File: src/rtl/cmb_adc_pkg.sv
// Shared types and field layout for the CMB ADC capture block.
// Used by cmb_adc_capture and its result FIFO.
package cmb_adc_pkg;

    typedef enum logic [1:0] {
        ST_IDLE  = 2'd0,
        ST_SETUP = 2'd1,
        ST_SHIFT = 2'd2,
        ST_QUIET = 2'd3
    } cap_state_e;

    localparam int unsigned SAMPLE_W   = 12;
    localparam int unsigned ROT_W      = 10;
    localparam int unsigned RFSW_W     = 4;
    localparam int unsigned SAMPLE_LSB = 0;
    localparam int unsigned ROT_LSB    = 12;
    localparam int unsigned RFSW_LSB   = 22;
    localparam int unsigned WORD_W     = 26;

    // Pack one tagged result into the FIFO word layout
    function automatic logic [WORD_W-1:0] pack_result(
        input logic [RFSW_W-1:0]   rf_sw,
        input logic [ROT_W-1:0]    rot,
        input logic [SAMPLE_W-1:0] sample
    );
        logic [WORD_W-1:0] w;
        w = '0;
        w[RFSW_LSB +: RFSW_W]     = rf_sw;
        w[ROT_LSB +: ROT_W]       = rot;
        w[SAMPLE_LSB +: SAMPLE_W] = sample;
        return w;
    endfunction

endpackage

File: src/rtl/cmb_adc_capture_fifo.sv
// cmb_sync_fifo: synchronous FIFO with registered read data/valid and
// full/empty registered from wrap-bit pointers. Writes while full are dropped.
module cmb_sync_fifo #(
    parameter int unsigned WIDTH = 26,
    parameter int unsigned DEPTH = 16
) (
    input  logic             clk_i,
    input  logic             rst_i,
    input  logic             wr_en_i,
    input  logic [WIDTH-1:0] wr_data_i,
    input  logic             rd_en_i,
    output logic [WIDTH-1:0] rd_data_o,
    output logic             rd_valid_o,
    output logic             full_o,
    output logic             empty_o
);

    localparam int unsigned AW = $clog2(DEPTH);
    localparam int unsigned PW = AW + 1;

    logic [PW-1:0]    wptr_q, wptr_d, rptr_q, rptr_d;
    logic [WIDTH-1:0] mem_q [DEPTH];
    logic [WIDTH-1:0] rd_data_q;
    logic             rd_valid_q, full_q, empty_q, full_d, empty_d;
    logic             wr_ok_c, rd_ok_c;

    assign wr_ok_c = wr_en_i & ~full_q;
    assign rd_ok_c = rd_en_i & ~empty_q;

    always_comb begin
        wptr_d  = wptr_q + PW'(wr_ok_c);
        rptr_d  = rptr_q + PW'(rd_ok_c);
        empty_d = (wptr_d == rptr_d);
        full_d  = (wptr_d[AW] != rptr_d[AW]) && (wptr_d[AW-1:0] == rptr_d[AW-1:0]);
    end

    always_ff @(posedge clk_i or posedge rst_i) begin
        if (rst_i) begin
            wptr_q     <= '0;
            rptr_q     <= '0;
            full_q     <= 1'b0;
            empty_q    <= 1'b1;
            rd_data_q  <= '0;
            rd_valid_q <= 1'b0;
        end else begin
            wptr_q     <= wptr_d;
            rptr_q     <= rptr_d;
            full_q     <= full_d;
            empty_q    <= empty_d;
            rd_valid_q <= rd_ok_c;
            if (rd_ok_c) begin
                rd_data_q <= mem_q[rptr_q[AW-1:0]];
            end
        end
    end

    // Storage array is not reset; only pointer-covered entries are ever read
    always_ff @(posedge clk_i) begin
        if (wr_ok_c) begin
            mem_q[wptr_q[AW-1:0]] <= wr_data_i;
        end
    end

    assign rd_data_o  = rd_data_q;
    assign rd_valid_o = rd_valid_q;
    assign full_o     = full_q;
    assign empty_o    = empty_q;

endmodule

File: src/rtl/cmb_adc_capture.sv
// CMB ADC capture: one SPI conversion per adc_trg rising edge, result tagged
// with rotation/RF-switch state and queued. CMB_ADC_TESTPAT_EN adds test_mode_in.
module cmb_adc_capture
    import cmb_adc_pkg::*;
#(
    parameter int unsigned ADC_BITS   = 12,
    parameter int unsigned LEAD_ZEROS = 4,
    parameter int unsigned SCLK_DIV   = 4,
    parameter int unsigned FIFO_DEPTH = 16
) (
    input  logic              clk50_in,
    input  logic              rst_in,
    input  logic              adc_trg_in,
    input  logic [ROT_W-1:0]  rot_count_in,
    input  logic [RFSW_W-1:0] rf_sw_in,
    output logic              adc_cs_n_out,
    output logic              adc_sclk_out,
    input  logic              adc_sdata_in,
    input  logic              rd_en_in,
    output logic [WORD_W-1:0] rd_data_out,
    output logic              rd_valid_out,
    output logic              empty_out,
    output logic              full_out,
    output logic              busy_out,
    output logic              overrun_out,
    output logic              missed_trg_out
`ifdef CMB_ADC_TESTPAT_EN
    ,
    input  logic              test_mode_in
`endif
);

    localparam int unsigned NBITS = LEAD_ZEROS + ADC_BITS;
    localparam int unsigned CNT_W = $clog2(2 * SCLK_DIV);
    localparam int unsigned BIT_W = $clog2(NBITS);

    cap_state_e          state_q, state_d;
    logic [CNT_W-1:0]    cnt_q, cnt_d;
    logic [BIT_W-1:0]    bit_q, bit_d;
    logic                trg_q, trg_edge_c;
    logic [ROT_W-1:0]    rot_q;
    logic [RFSW_W-1:0]   rf_q;
    logic [ADC_BITS-1:0] sample_q;
    logic                cs_n_q, cs_n_d, sclk_q, sclk_d, busy_q;
    logic                overrun_q, missed_q;
    logic                shift_en_c, wr_en_c;
    logic [SAMPLE_W-1:0] sample_sel_c;
    logic [WORD_W-1:0]   wr_data_c;
    logic                fifo_full, fifo_empty;

    assign trg_edge_c = adc_trg_in & ~trg_q;

    // State register
    always_ff @(posedge clk50_in or posedge rst_in) begin
        if (rst_in) begin
            state_q <= ST_IDLE;
            cnt_q   <= '0;
            bit_q   <= '0;
        end else begin
            state_q <= state_d;
            cnt_q   <= cnt_d;
            bit_q   <= bit_d;
        end
    end

    // Next state: cnt_q times each phase, bit_q counts SCLK periods in SHIFT
    always_comb begin
        state_d = state_q;
        cnt_d   = cnt_q;
        bit_d   = bit_q;
        case (state_q)
            ST_IDLE: begin
                if (trg_edge_c) begin
                    state_d = ST_SETUP;
                    cnt_d   = '0;
                end
            end
            ST_SETUP: begin
                if (cnt_q == CNT_W'(SCLK_DIV - 1)) begin
                    state_d = ST_SHIFT;
                    cnt_d   = '0;
                    bit_d   = '0;
                end else begin
                    cnt_d = cnt_q + CNT_W'(1);
                end
            end
            ST_SHIFT: begin
                if (cnt_q == CNT_W'(2 * SCLK_DIV - 1)) begin
                    cnt_d = '0;
                    if (bit_q == BIT_W'(NBITS - 1)) begin
                        state_d = ST_QUIET;
                    end else begin
                        bit_d = bit_q + BIT_W'(1);
                    end
                end else begin
                    cnt_d = cnt_q + CNT_W'(1);
                end
            end
            ST_QUIET: begin
                if (cnt_q == CNT_W'(2 * SCLK_DIV - 1)) begin
                    state_d = ST_IDLE;
                    cnt_d   = '0;
                end else begin
                    cnt_d = cnt_q + CNT_W'(1);
                end
            end
            default: state_d = ST_IDLE;
        endcase
    end

    // Outputs: pin levels follow the next state so they register with it
    always_comb begin
        cs_n_d     = 1'b1;
        sclk_d     = 1'b1;
        shift_en_c = 1'b0;
        wr_en_c    = 1'b0;
        if (state_d == ST_SETUP || state_d == ST_SHIFT) begin
            cs_n_d = 1'b0;
        end
        if (state_d == ST_SHIFT && cnt_d < CNT_W'(SCLK_DIV)) begin
            sclk_d = 1'b0;
        end
        if (state_q == ST_SHIFT && cnt_q == CNT_W'(SCLK_DIV)) begin
            shift_en_c = 1'b1;
        end
        if (state_q == ST_QUIET && cnt_q == '0) begin
            wr_en_c = 1'b1;
        end
    end

    // Datapath, pin registers and sticky flags
    always_ff @(posedge clk50_in or posedge rst_in) begin
        if (rst_in) begin
            trg_q     <= 1'b0;
            rot_q     <= '0;
            rf_q      <= '0;
            sample_q  <= '0;
            cs_n_q    <= 1'b1;
            sclk_q    <= 1'b1;
            busy_q    <= 1'b0;
            overrun_q <= 1'b0;
            missed_q  <= 1'b0;
        end else begin
            trg_q  <= adc_trg_in;
            cs_n_q <= cs_n_d;
            sclk_q <= sclk_d;
            busy_q <= (state_d != ST_IDLE);
            if (state_q == ST_IDLE && trg_edge_c) begin
                rot_q <= rot_count_in;
                rf_q  <= rf_sw_in;
            end
            if (trg_edge_c && state_q != ST_IDLE) begin
                missed_q <= 1'b1;
            end
            // Leading zeros shift through and fall off the top
            if (shift_en_c) begin
                sample_q <= {sample_q[ADC_BITS-2:0], adc_sdata_in};
            end
            if (wr_en_c && fifo_full) begin
                overrun_q <= 1'b1;
            end
        end
    end

`ifdef CMB_ADC_TESTPAT_EN
    logic [SAMPLE_W-1:0] tp_cnt_q;

    always_ff @(posedge clk50_in or posedge rst_in) begin
        if (rst_in) begin
            tp_cnt_q <= '0;
        end else if (wr_en_c) begin
            tp_cnt_q <= tp_cnt_q + SAMPLE_W'(1);
        end
    end

    assign sample_sel_c = test_mode_in ? tp_cnt_q : SAMPLE_W'(sample_q);
`else
    assign sample_sel_c = SAMPLE_W'(sample_q);
`endif

    assign wr_data_c = pack_result(rf_q, rot_q, sample_sel_c);

    cmb_sync_fifo #(
        .WIDTH(WORD_W),
        .DEPTH(FIFO_DEPTH)
    ) u_fifo (
        .clk_i     (clk50_in),
        .rst_i     (rst_in),
        .wr_en_i   (wr_en_c),
        .wr_data_i (wr_data_c),
        .rd_en_i   (rd_en_in),
        .rd_data_o (rd_data_out),
        .rd_valid_o(rd_valid_out),
        .full_o    (fifo_full),
        .empty_o   (fifo_empty)
    );

    assign adc_cs_n_out   = cs_n_q;
    assign adc_sclk_out   = sclk_q;
    assign busy_out       = busy_q;
    assign overrun_out    = overrun_q;
    assign missed_trg_out = missed_q;
    assign full_out       = fifo_full;
    assign empty_out      = fifo_empty;

endmodule
File: config.mk
export PLATFORM = sky130hd
export DESIGN_NAME = cmb_adc_capture
export DESIGN_NICKNAME = d
export VERILOG_FILES = /design/src/rtl/cmb_adc_pkg.sv /design/src/rtl/cmb_adc_capture_fifo.sv /design/src/rtl/cmb_adc_capture.sv
export SDC_FILE = /design/constraint.sdc
export NUM_CORES = 1
export LEC_CHECK = 0
export ABC_CLOCK_PERIOD_IN_PS = 8400
export BUFFER_PORTS_ARGS = -buffer_cell sky130_fd_sc_hd__buf_2
export CORE_ASPECT_RATIO = 1.75
export CORE_MARGIN = 2
export CORE_UTILIZATION = 50
export DETAILED_ROUTE_END_ITERATION = 8
export GPL_TIMING_DRIVEN = 0
export PLACE_DENSITY = 0.72
export SKIP_LAST_GASP = 1
export SYNTH_ARGS = -nofsm -noshare
export SYNTH_HDL_FRONTEND = slang
export SYNTH_SLANG_ARGS = --single-unit
File: constraint.sdc
create_clock -name clk50_in -period 8.4 [get_ports clk50_in]
set_input_delay 0.84 -clock clk50_in [delete_from_list [all_inputs] [get_ports clk50_in]]
set_output_delay 0.84 -clock clk50_in [all_outputs]
set_load 0.03 [all_outputs]
==> metrics.csv <==
metric;value;unit
min-delay worst type;in2async;
Setup Viol. Count Final;0;
Mapped Area;19240;µm²
post-synthesis simple-gate area fraction;5.522;%
Initial Util;50.42;%
Synth Instances;1144;
Synth Area in Compound Gates;3.447;%
Post-CTS Setup Repair Bufs;0;
P&R area growth vs syn;14.07;%
die height;263.5;µm
Adder-Cell Fraction of Synth Area;0.7804;%
CP max stage cell;nor3_2;
CTS buffer count;41;
final wirelength;46610;µm
crit end category;flop;
Fmax;331.2;MHz
Hold Buf Count CTS;0;
share of post-route cells with drive strength above 1;18.01;%
area of the die;40120;µm²
Antenna diodes;0;
XOR/XNOR Fraction of Synth Area;0.6309;%
Critical Path, Cell by Cell;inv_1, ha_1, nand4b_1, nor2_1, nand3b_1, nor3_2, buf_6, buf_6;
syn_area_per_cell;16.82;µm²
minimum clock period;3.019;ns
Main synth FF type;edfxtp_1;
Worst-Margin Slew;0.9739;ns
crit path DAT;3.26;ns
Max Cap Violations;0;
status;complete, no violations;
drt first pass iters;5;
Num Clock Sinks;496;
unrepaired setup endpoints after global routing;no;
Setup TNS Final;0;ns
GRT Total Usage;23.11;%
fraction of registers with async set/reset;16.13;%
most frequent cells in the layout;edfxtp_1, mux2i_1, buf_2;
fill count;2831;
fin nets;1295;
commonest non-fill, non-tap cell in the layout;edfxtp_1;
mux contribution to synthesized area;12.34;%
first-pass GRT wire length;68070;µm
DRC violation count after routing;0;
wire length per cell;26.20;µm
Root Driver;clkbuf_16;
element type at the critical path start;flop;
CTS clk-pin slew, worst paths;0.07;ns
H-Tree Depth;2;
CP max FO;8;
cell area after layout;21940;µm²
clock insertion delay at the later pin of the skew report;0.55;ns
I/O Buffers;52;
Largest stage delay, worst path;0.75;ns
Max clock buf depth;3;
yosys warns;0;
Post-DP HPWL;30000;µm
DR vias;10700;
r2r setup slk;5.38;ns
critical path's top delay family;simple AND/OR/NAND/NOR gates;
Final Cycle Share;35.94;%
CP Class;reg2reg;
Hold Fails Final Rpt;0;
worst path bufs/invs;3;
Seq/Total Area, Yosys;75.36;%
RR Startpoint;cnt_q[0];
Finished Core Util;57.51;%
Worst R2R Path Depth;8;
Area after DPL;20620;µm²
drt initial violations;1005;
FF+latch count, synth;496;
Core Box Area;38160;µm²
power density cells;336.0;nW/µm²
Post-synth EDFFs;416;
post-synthesis cell type count;38;
Final ANT Viol Nets;0;
fin. max-slew vios;0;
largest family of logic cells by synthesized area;multiplexers;
total grt overflow;0;
row cnt;95;
CTS tree;yes;
post-synthesis net count;1175;
vias in the first global route;10940;
total power;7.373;mW
placer congestion estimate;0.8071;
Die W;152.3;µm
cts repair resizes;0;
Avg Vias per Cell;6.013;
max_slew headroom;35.07;%
Critical R2R Capture;u_fifo.mem_q[2][23];
Peak VDD IR;0.1961;mV
Fin Hold WS;0.3779;ns
Lkg Pwr;8.184;nW
CP most frequent cell;buf_6;
Worst Skew;0.02178;ns
initial antenna violation count;0;
largest net degree at the start of global routing;45;
boundary pin count;53;
Worst Path Required;8.64;ns
Yosys cell counts (3+ instances only):
cell type,count,share of area [%]
edfxtp_1,416,65
mux2i_1,208,11
nand2_1,84,1.6
a22oi_1,78,3.0
dfrtp_1,77,10
nand3_1,63,1.6
buf_2,34,0.88
nand4_1,29,0.94
mux2_2,26,1.5
nor2_1,19,0.37
clkbuf_1,18,0.35
inv_1,15,0.29
ha_1,12,0.78
xor2_1,9,0.41
a21oi_1,6,0.16
buf_4,6,0.23
nand2b_1,4,0.13
nor3_1,4,0.10
o21ai_0,4,0.10
and2_1,3,0.098
dfstp_2,3,0.41
xnor2_1,3,0.14
cell type report:
class / instances / area (µm²) / area share (%)
inverter: 16 / 62.56 / 0.2851
tap: 485 / 606.8 / 2.765
multi-input combinational: 571 / 4482 / 20.42
sequential: 496 / 14500 / 66.06
buffer: 61 / 309.0 / 1.408
timing repair buffer: 77 / 663.1 / 3.022
clock buffer: 54 / 1125 / 5.126
clock inverter: 19 / 198.9 / 0.9066
flip-flops by register name, indices dropped and copies added (netlist names), 2 cells and up:
signal            count
u_fifo.rd_data_o     26
rot_q                10
u_fifo.rptr_q         5
state_q               2
sample_q             12
u_fifo.wptr_q         5
rf_q                  4
u_fifo.mem_q        416
cnt_q                 3
bit_q                 4
where the power goes:
| part | internal [mW] | leakage [nW] | total [mW] | switching (mW) |
|---|---|---|---|---|
| registers | 3.07 | 4.82 | 3.34 | 0.277 |
| clock network | 1.07 | 0.648 | 1.90 | 0.827 |
| logic | 0.735 | 2.72 | 2.13 | 1.40 |
kinds of logic (layout without fill, tap and decap cells):
kind of cell | after synthesis | count (layout)
xor gates and xnor gates | 13 | 13
adders and majority gates | 12 | 12
DFF | 496 | 496
and+or+nand+nor | 220 | 220
AOI/OAI and AO/OA | 92 | 92
buffers and inverters | 77 | 227
muxes | 234 | 234
layer usage:
metal / global-route usage [%] / part of all wire (%)
met1: 26.33 / 35
met2: 41.93 / 53
met3: 3.687 / 6.8
met4: 11.49 / 5.4
met5: 0 / 0
metrics by stage:
stage / cells / setup WS [ns]
6_report: 1779 / 5.381
5_1_grt: 1779 / 5.236
4_1_cts: 1779 / 5.373
3_5_place_dp: 1706 / 5.391
3_3_place_gp: 1681 / 2.246
2_1_floorplan: 1144 / 4.952
worst max-delay path by stage:
stage,slack [ns],to,cells past startpoint,from
after floorplan,4.95,u_fifo.mem_q[0][0],5,cnt_q[0]
after global routing,5.24,u_fifo.mem_q[2][1],8,cnt_q[1]
after global placement,2.25,u_fifo.mem_q[0][21],5,cnt_q[0]
after CTS,5.37,u_fifo.mem_q[2][23],8,cnt_q[0]
final,5.38,u_fifo.mem_q[2][23],8,cnt_q[0]
after detailed placement,5.39,u_fifo.mem_q[2][21],8,cnt_q[0]
No activity file was read; power rests on OpenSTA's default activity.
